### config.mk
export PLATFORM = sky130hd
export DESIGN_NAME = fifo_wr_ctrl
export DESIGN_NICKNAME = d
export VERILOG_FILES = /design/src/rtl/fifo_pkg.sv /design/src/rtl/fifo_wptr_full.sv /design/src/rtl/fifo_wr_ctrl.sv
export SDC_FILE = /design/constraint.sdc
export NUM_CORES = 1
export LEC_CHECK = 0
export ABC_AREA = 1
export BUFFER_PORTS_ARGS = -buffer_cell sky130_fd_sc_hd__buf_4
export CAP_MARGIN = 20
export CORE_ASPECT_RATIO = 1.4
export CORE_MARGIN = 2
export CORE_UTILIZATION = 41
export DETAILED_ROUTE_END_ITERATION = 6
export PLACE_DENSITY = 0.66
export SKIP_CTS_REPAIR_TIMING = 1
export SLEW_MARGIN = 25
export SYNTH_ARGS = -nofsm -noshare
export SYNTH_HDL_FRONTEND = slang
export SYNTH_SLANG_ARGS = --single-unit
export TNS_END_PERCENT = 10
### constraint.sdc
create_clock -name wclk -period 2.2 [get_ports wclk]
set_clock_uncertainty 0.15 [all_clocks]
set_input_delay 0.11 -clock wclk [delete_from_list [all_inputs] [get_ports wclk]]
set_output_delay 0.11 -clock wclk [all_outputs]
set_load 0.005 [all_outputs]
### src/rtl/fifo_pkg.sv
// Shared definitions for the asynchronous FIFO write and read controllers.
//   FIFO_ADDR_W : default RAM address width (depth = 2**FIFO_ADDR_W)
//   PTR_MAX_W   : widest pointer the conversion helpers accept; callers
//                 zero-extend into it and size-cast the result back down
//   bin2gray    : binary -> reflected Gray
//   gray2bin    : reflected Gray -> binary
package fifo_pkg;

  localparam int FIFO_ADDR_W = 3;
  localparam int PTR_MAX_W   = 32;

  function automatic logic [PTR_MAX_W-1:0] bin2gray(input logic [PTR_MAX_W-1:0] b);
    return b ^ (b >> 1);
  endfunction

  // Each binary bit is the XOR of all Gray bits at or above it. Leading zero
  // bits from zero-extension leave the result unchanged.
  function automatic logic [PTR_MAX_W-1:0] gray2bin(input logic [PTR_MAX_W-1:0] g);
    logic [PTR_MAX_W-1:0] b;
    b = g;
    for (int i = PTR_MAX_W - 2; i >= 0; i--) begin
      b[i] = b[i+1] ^ g[i];
    end
    return b;
  endfunction

endpackage

### src/rtl/fifo_wptr_full.sv
// Write pointer register, Gray conversion and full detection.
// Ports:
//   wclk, wrst  : write clock, asynchronous active-high reset
//   winc        : write request from the producer
//   wq2_rptr    : Gray read pointer, already synchronized into wclk
//   wen         : RAM write enable (combinational)
//   waddr       : RAM write address (low bits of the binary pointer)
//   wbin_next   : binary pointer after this cycle's accept (combinational)
//   wptr        : registered Gray write pointer for the read-side synchronizer
//   wfull       : registered full flag
module fifo_wptr_full
  import fifo_pkg::*;
#(
  parameter int ADDR_W = FIFO_ADDR_W
) (
  input  logic              wclk,
  input  logic              wrst,
  input  logic              winc,
  input  logic [ADDR_W:0]   wq2_rptr,
  output logic              wen,
  output logic [ADDR_W-1:0] waddr,
  output logic [ADDR_W:0]   wbin_next,
  output logic [ADDR_W:0]   wptr,
  output logic              wfull
);

  localparam int PTR_W = ADDR_W + 1;

  logic [ADDR_W:0] wbin;
  logic [ADDR_W:0] wgray_next;
  logic [ADDR_W:0] full_pattern;

  // A write is taken exactly when the producer requests and we are not full;
  // a request while full is dropped, never stalled.
  assign wen       = winc & ~wfull;
  assign waddr     = wbin[ADDR_W-1:0];
  assign wbin_next = wbin + {{ADDR_W{1'b0}}, wen};

  assign wgray_next = PTR_W'(bin2gray(PTR_MAX_W'(wbin_next)));

  // Full when the write pointer is exactly one lap ahead of the read pointer.
  // In Gray code that is the read pointer with its top two bits inverted.
  assign full_pattern = {~wq2_rptr[ADDR_W:ADDR_W-1], wq2_rptr[ADDR_W-2:0]};

  always_ff @(posedge wclk or posedge wrst) begin
    if (wrst) begin
      wbin  <= '0;
      wptr  <= '0;
      wfull <= 1'b0;
    end else begin
      wbin  <= wbin_next;
      wptr  <= wgray_next;
      // Compared against the next pointer so full rises on the same edge that
      // stores the last entry.
      wfull <= (wgray_next == full_pattern);
    end
  end

endmodule

### src/rtl/fifo_wr_ctrl.sv
// Write-domain controller of the asynchronous FIFO.
// Owns the write pointer, drives the RAM write port, and reports full,
// almost-full, fill level and a sticky overflow flag to the producer.
// Ports:
//   wclk, wrst   : write clock, asynchronous active-high reset
//   winc         : write request
//   wq2_rptr     : Gray read pointer, 2-FF synchronized into wclk
//   wovf_clr     : clears the sticky overflow flag
//   wen, waddr   : RAM write enable / address
//   wptr         : registered Gray write pointer to the read side
//   wfull        : registered full
//   walmost_full : registered, fill level >= AFULL_TH
//   wcount       : registered fill level 0..2**ADDR_W
//   woverflow    : sticky, a write was attempted while full
//
// Handshake: there is no backpressure wait state. In any cycle with winc=1
// the write is accepted (wen=1) if wfull=0, otherwise it is discarded and
// woverflow is set. The producer is expected to watch wfull/walmost_full.
module fifo_wr_ctrl
  import fifo_pkg::*;
#(
  parameter int ADDR_W   = FIFO_ADDR_W,
  parameter int AFULL_TH = 6
) (
  input  logic              wclk,
  input  logic              wrst,
  input  logic              winc,
  input  logic [ADDR_W:0]   wq2_rptr,
  input  logic              wovf_clr,
  output logic              wen,
  output logic [ADDR_W-1:0] waddr,
  output logic [ADDR_W:0]   wptr,
  output logic              wfull,
  output logic              walmost_full,
  output logic [ADDR_W:0]   wcount,
  output logic              woverflow
);

  localparam int              PTR_W     = ADDR_W + 1;
  localparam logic [ADDR_W:0] AFULL_LVL = PTR_W'(AFULL_TH);

  logic [ADDR_W:0] wbin_next;
  logic [ADDR_W:0] rbin_s;
  logic [ADDR_W:0] level_next;

  fifo_wptr_full #(
    .ADDR_W (ADDR_W)
  ) u_wptr_full (
    .wclk      (wclk),
    .wrst      (wrst),
    .winc      (winc),
    .wq2_rptr  (wq2_rptr),
    .wen       (wen),
    .waddr     (waddr),
    .wbin_next (wbin_next),
    .wptr      (wptr),
    .wfull     (wfull)
  );

  assign rbin_s = PTR_W'(gray2bin(PTR_MAX_W'(wq2_rptr)));

  // Modular difference of the wrap-bit pointers gives 0..2**ADDR_W directly,
  // across both the address wrap and the pointer wrap.
  assign level_next = wbin_next - rbin_s;

  always_ff @(posedge wclk or posedge wrst) begin
    if (wrst) begin
      wcount       <= '0;
      walmost_full <= 1'b0;
      woverflow    <= 1'b0;
    end else begin
      wcount       <= level_next;
      walmost_full <= (level_next >= AFULL_LVL);
      // A rejected write outranks a clear in the same cycle.
      if (winc && wfull) begin
        woverflow <= 1'b1;
      end else if (wovf_clr) begin
        woverflow <= 1'b0;
      end
    end
  end

endmodule

==> out/metrics.cfg <==
[status]
outcome = finished clean

[min_path]
min_path_type = primary input to register

[layout]
fillerInstances = 164
stdcell_area_sq_mm = 0.00105
area.growth.synth_to_final_pct = 40.7
finalNetCount = 133
layout-drive-gt1-share_pct = 32.2
diodes = 0

[clocking]
htree_levels = 1
numCtsBuffers = 3
cts_tree = yes
cts_root_buf = clkbuf_4
clock_path_buffers = 2
cts.clk_slew.worst_paths_ns = 0.08
insertion_delay_ns = 0.28
clkSinkCount = 14

[yosys]
synthMuxAreaShare_pct = 0
syn-cell-area_sq_um = 749
synth_cell_types = 16
synthTopCellsByArea = dfrtp_1, nand2_1, nand3_1
yosys_warnings = 0
synth_top_family_by_area = simple AND/OR/NAND/NOR gates
synth-compound-area-share_pct = 2.34
yosys.area.top_type = dfrtp_1
postSynthAreaPerCell_sq_um = 8.71
synth_adder_area_share_pct = 11.0
yosys.area_share.simple_pct = 23.5
ys_ff_latch = 14
synth_xor_area_share_pct = 7.85
synth_nets = 100
postSynthCellCount = 86
yosysTopAreaCellShare_pct = 46.7
seq_area_frac_synth_pct = 46.7

[routing]
antenna_left = 0
wirelength_microns = 1470
first_pass_iters = 4
num_vias = 628
drcViolationCount = 0
drt-initial-drc-count = 10
vias_per_cell = 4.55
routedWlPerCell_microns = 10.6

[flow_run]
cap_viol_max_count = 0

[pwr]
total_power_w = 0.00165
pwr-share-clk_pct = 11.3
p_leak_nw = 0.587
switchingPower_w = 0.000662
seq_power_share_pct = 27.8
p_per_area_mw_per_mm2 = 1560
p_sw_share_pct = 40.2
p_int_w = 0.000983
ir_worst_vdd_uv = 648
comb_power_share_pct = 60.9

[setup_path]
crit_type = register to register
start_kind = register
crit_top_cell = ha_2
required_ns = 2.28
cp_top_family = adder cells
cp-end-kind = register
max_stage_delay_ns = 0.44
crit_path_cell_trace = nor2_2, ha_2, ha_2, inv_1, fa_1, xnor2_1, nand2_1, nand3_1
cp_max_fo = 4
cp_data_arrival_time_ns = 2.14
critPathSlowestCell = fa_1
worst-path-buf-inv = 1

[die]
rows = 18
die_y_microns = 54.6
io_pins = 23
die_area_sq_mm = 0.00219
start_util_pct = 43.2
core_sq_mm = 0.00173
dieWidth_microns = 40.1

[timing]
setup_violations = 0
hold_violations = 0
post-route-min-period_ns = 2.07
period_share_pct = 93.9
slew_viol_final = 0
maxSlewHeadroom_pct = 65.0
max_slew.worst_pin.slew_ns = 0.524
fmax_mhz = 484

[grt]
grt_max_degree = 15
grt_first_pass_wirelength_microns = 2300
antenna_found_initial = 0
track_usage_pct = 16.0
first_global_vias = 580
grt_overflow = 0

[place]
gp_congestion = 0.782
place_area_sq_um = 955
port_buffers = 22
dp_hpwl_microns = 1170

-- path summary, 6_finish.rpt --
check / slack [ns] / cells after the start / end / start
max in group asynchronous: 1.29 / 3 / u_wptr_full.wbin[2]$_DFF_PP0_ / wrst
min reg2reg: 0.43 / 1 / u_wptr_full.wbin[0]$_DFF_PP0_ / u_wptr_full.wbin[0]$_DFF_PP0_
max reg2reg: 0.13 / 8 / walmost_full$_DFF_PP0_ / u_wptr_full.wfull$_DFF_PP0_
min in group asynchronous: 0.26 / 3 / u_wptr_full.wbin[0]$_DFF_PP0_ / wrst
max: 0.13 / 8 / walmost_full$_DFF_PP0_ / u_wptr_full.wfull$_DFF_PP0_
min: 0.003 / 4 / u_wptr_full.wfull$_DFF_PP0_ / wq2_rptr[2]
-- cell usage in the layout, fill, tap and decap left out, types with 2 or more instances in the layout --
cell           instances
clkbuf_4               3
nand2_2                2
ha_2                   2
buf_4                 25
xor2_1                 2
dlygate4sd3_1          3
inv_1                 17
nand2_1               22
nand3_1               14
dfrtp_1               14
ha_1                   2
-- per-layer routing --
layer | track usage (%) | vias up | routed length, microns
li1 | - | 329 | -
met1 | 19.8 | 276 | 574
met2 | 25.0 | 19 | 798
met3 | 1.22 | 4 | 57
met4 | 12.1 | 0 | 36
met5 | 0 | - | 0
-- area by class of cell --
class	count	area, sq um	share of cell area (%)
well taps	20	25.0	2.37
inverters	17	63.8	6.05
multi-input cells	55	362	34.3
clock buffers	4	36.3	3.44
repair buffers	28	218	20.6
flip-flops and latches	14	350	33.2
-- cells by family after synthesis --
| kind of cell | after synthesis |
|---|---|
| buffers and inverters | 17 |
| flip-flops | 14 |
| XOR/XNOR | 5 |
| adder cells (fa/ha/maj) | 6 |
| AND/OR/NAND/NOR | 41 |
| AO/OA/AOI/OAI | 3 |
-- registers in the layout, indices dropped and copies added, names as in the netlist --
name,cells
walmost_full,1
u_wptr_full.wbin,4
u_wptr_full.wptr,3
wcount,4
u_wptr_full.wfull,1
woverflow,1
-- worst min-delay path: stages --
cell     delay [ns]
buf_4          0.10
nand3_1        0.07
nand2_1        0.08
nor2_1         0.05
-- cell usage after synthesis --
master and count:
fa_1 1, ha_1 5, xnor2_1 1, dfrtp_1 14, o21ai_0 1, xor2_1 2, nor2_1 2, xor2_2 1
a21oi_1 1, nand3_1 14, inv_1 17, nand2_2 1, nand4_1 1, nand2_1 23, o21bai_1 1, xnor2_2 1
-- power by group through the flow --
stage / Sequential (W) / Clock, W / Combinational [W]
final: 0.000457 / 0.000186 / 0.00100
after global routing: 0.000471 / 0.000205 / 0.00116
after CTS: 0.000458 / 0.000191 / 0.000940
after detailed placement: 0.000464 / 0 / 0.000937
after global placement: 0.000461 / 0 / 0.000926
after floorplan: 0.000473 / 0 / 0.000538
-- per-stage QoR --
stage | hold slack, ns | setup TNS, ns | worst slack, ns | std cells | util, %
4_1_cts | -0.279 | -0.0232 | -0.0135 | 134 | 57.1
5_1_grt | 0.00935 | -0.00452 | -0.00452 | 138 | 60.8
3_3_place_gp | 0.0229 | 0 | 0.0601 | 130 | 55.1
3_5_place_dp | 0.0340 | 0 | 0.00527 | 130 | 55.1
2_1_floorplan | -0.151 | 0 | 0.122 | 86 | -
6_report | 0.00324 | 0 | 0.134 | 138 | 60.8
(Power assumes the default switching activity.)
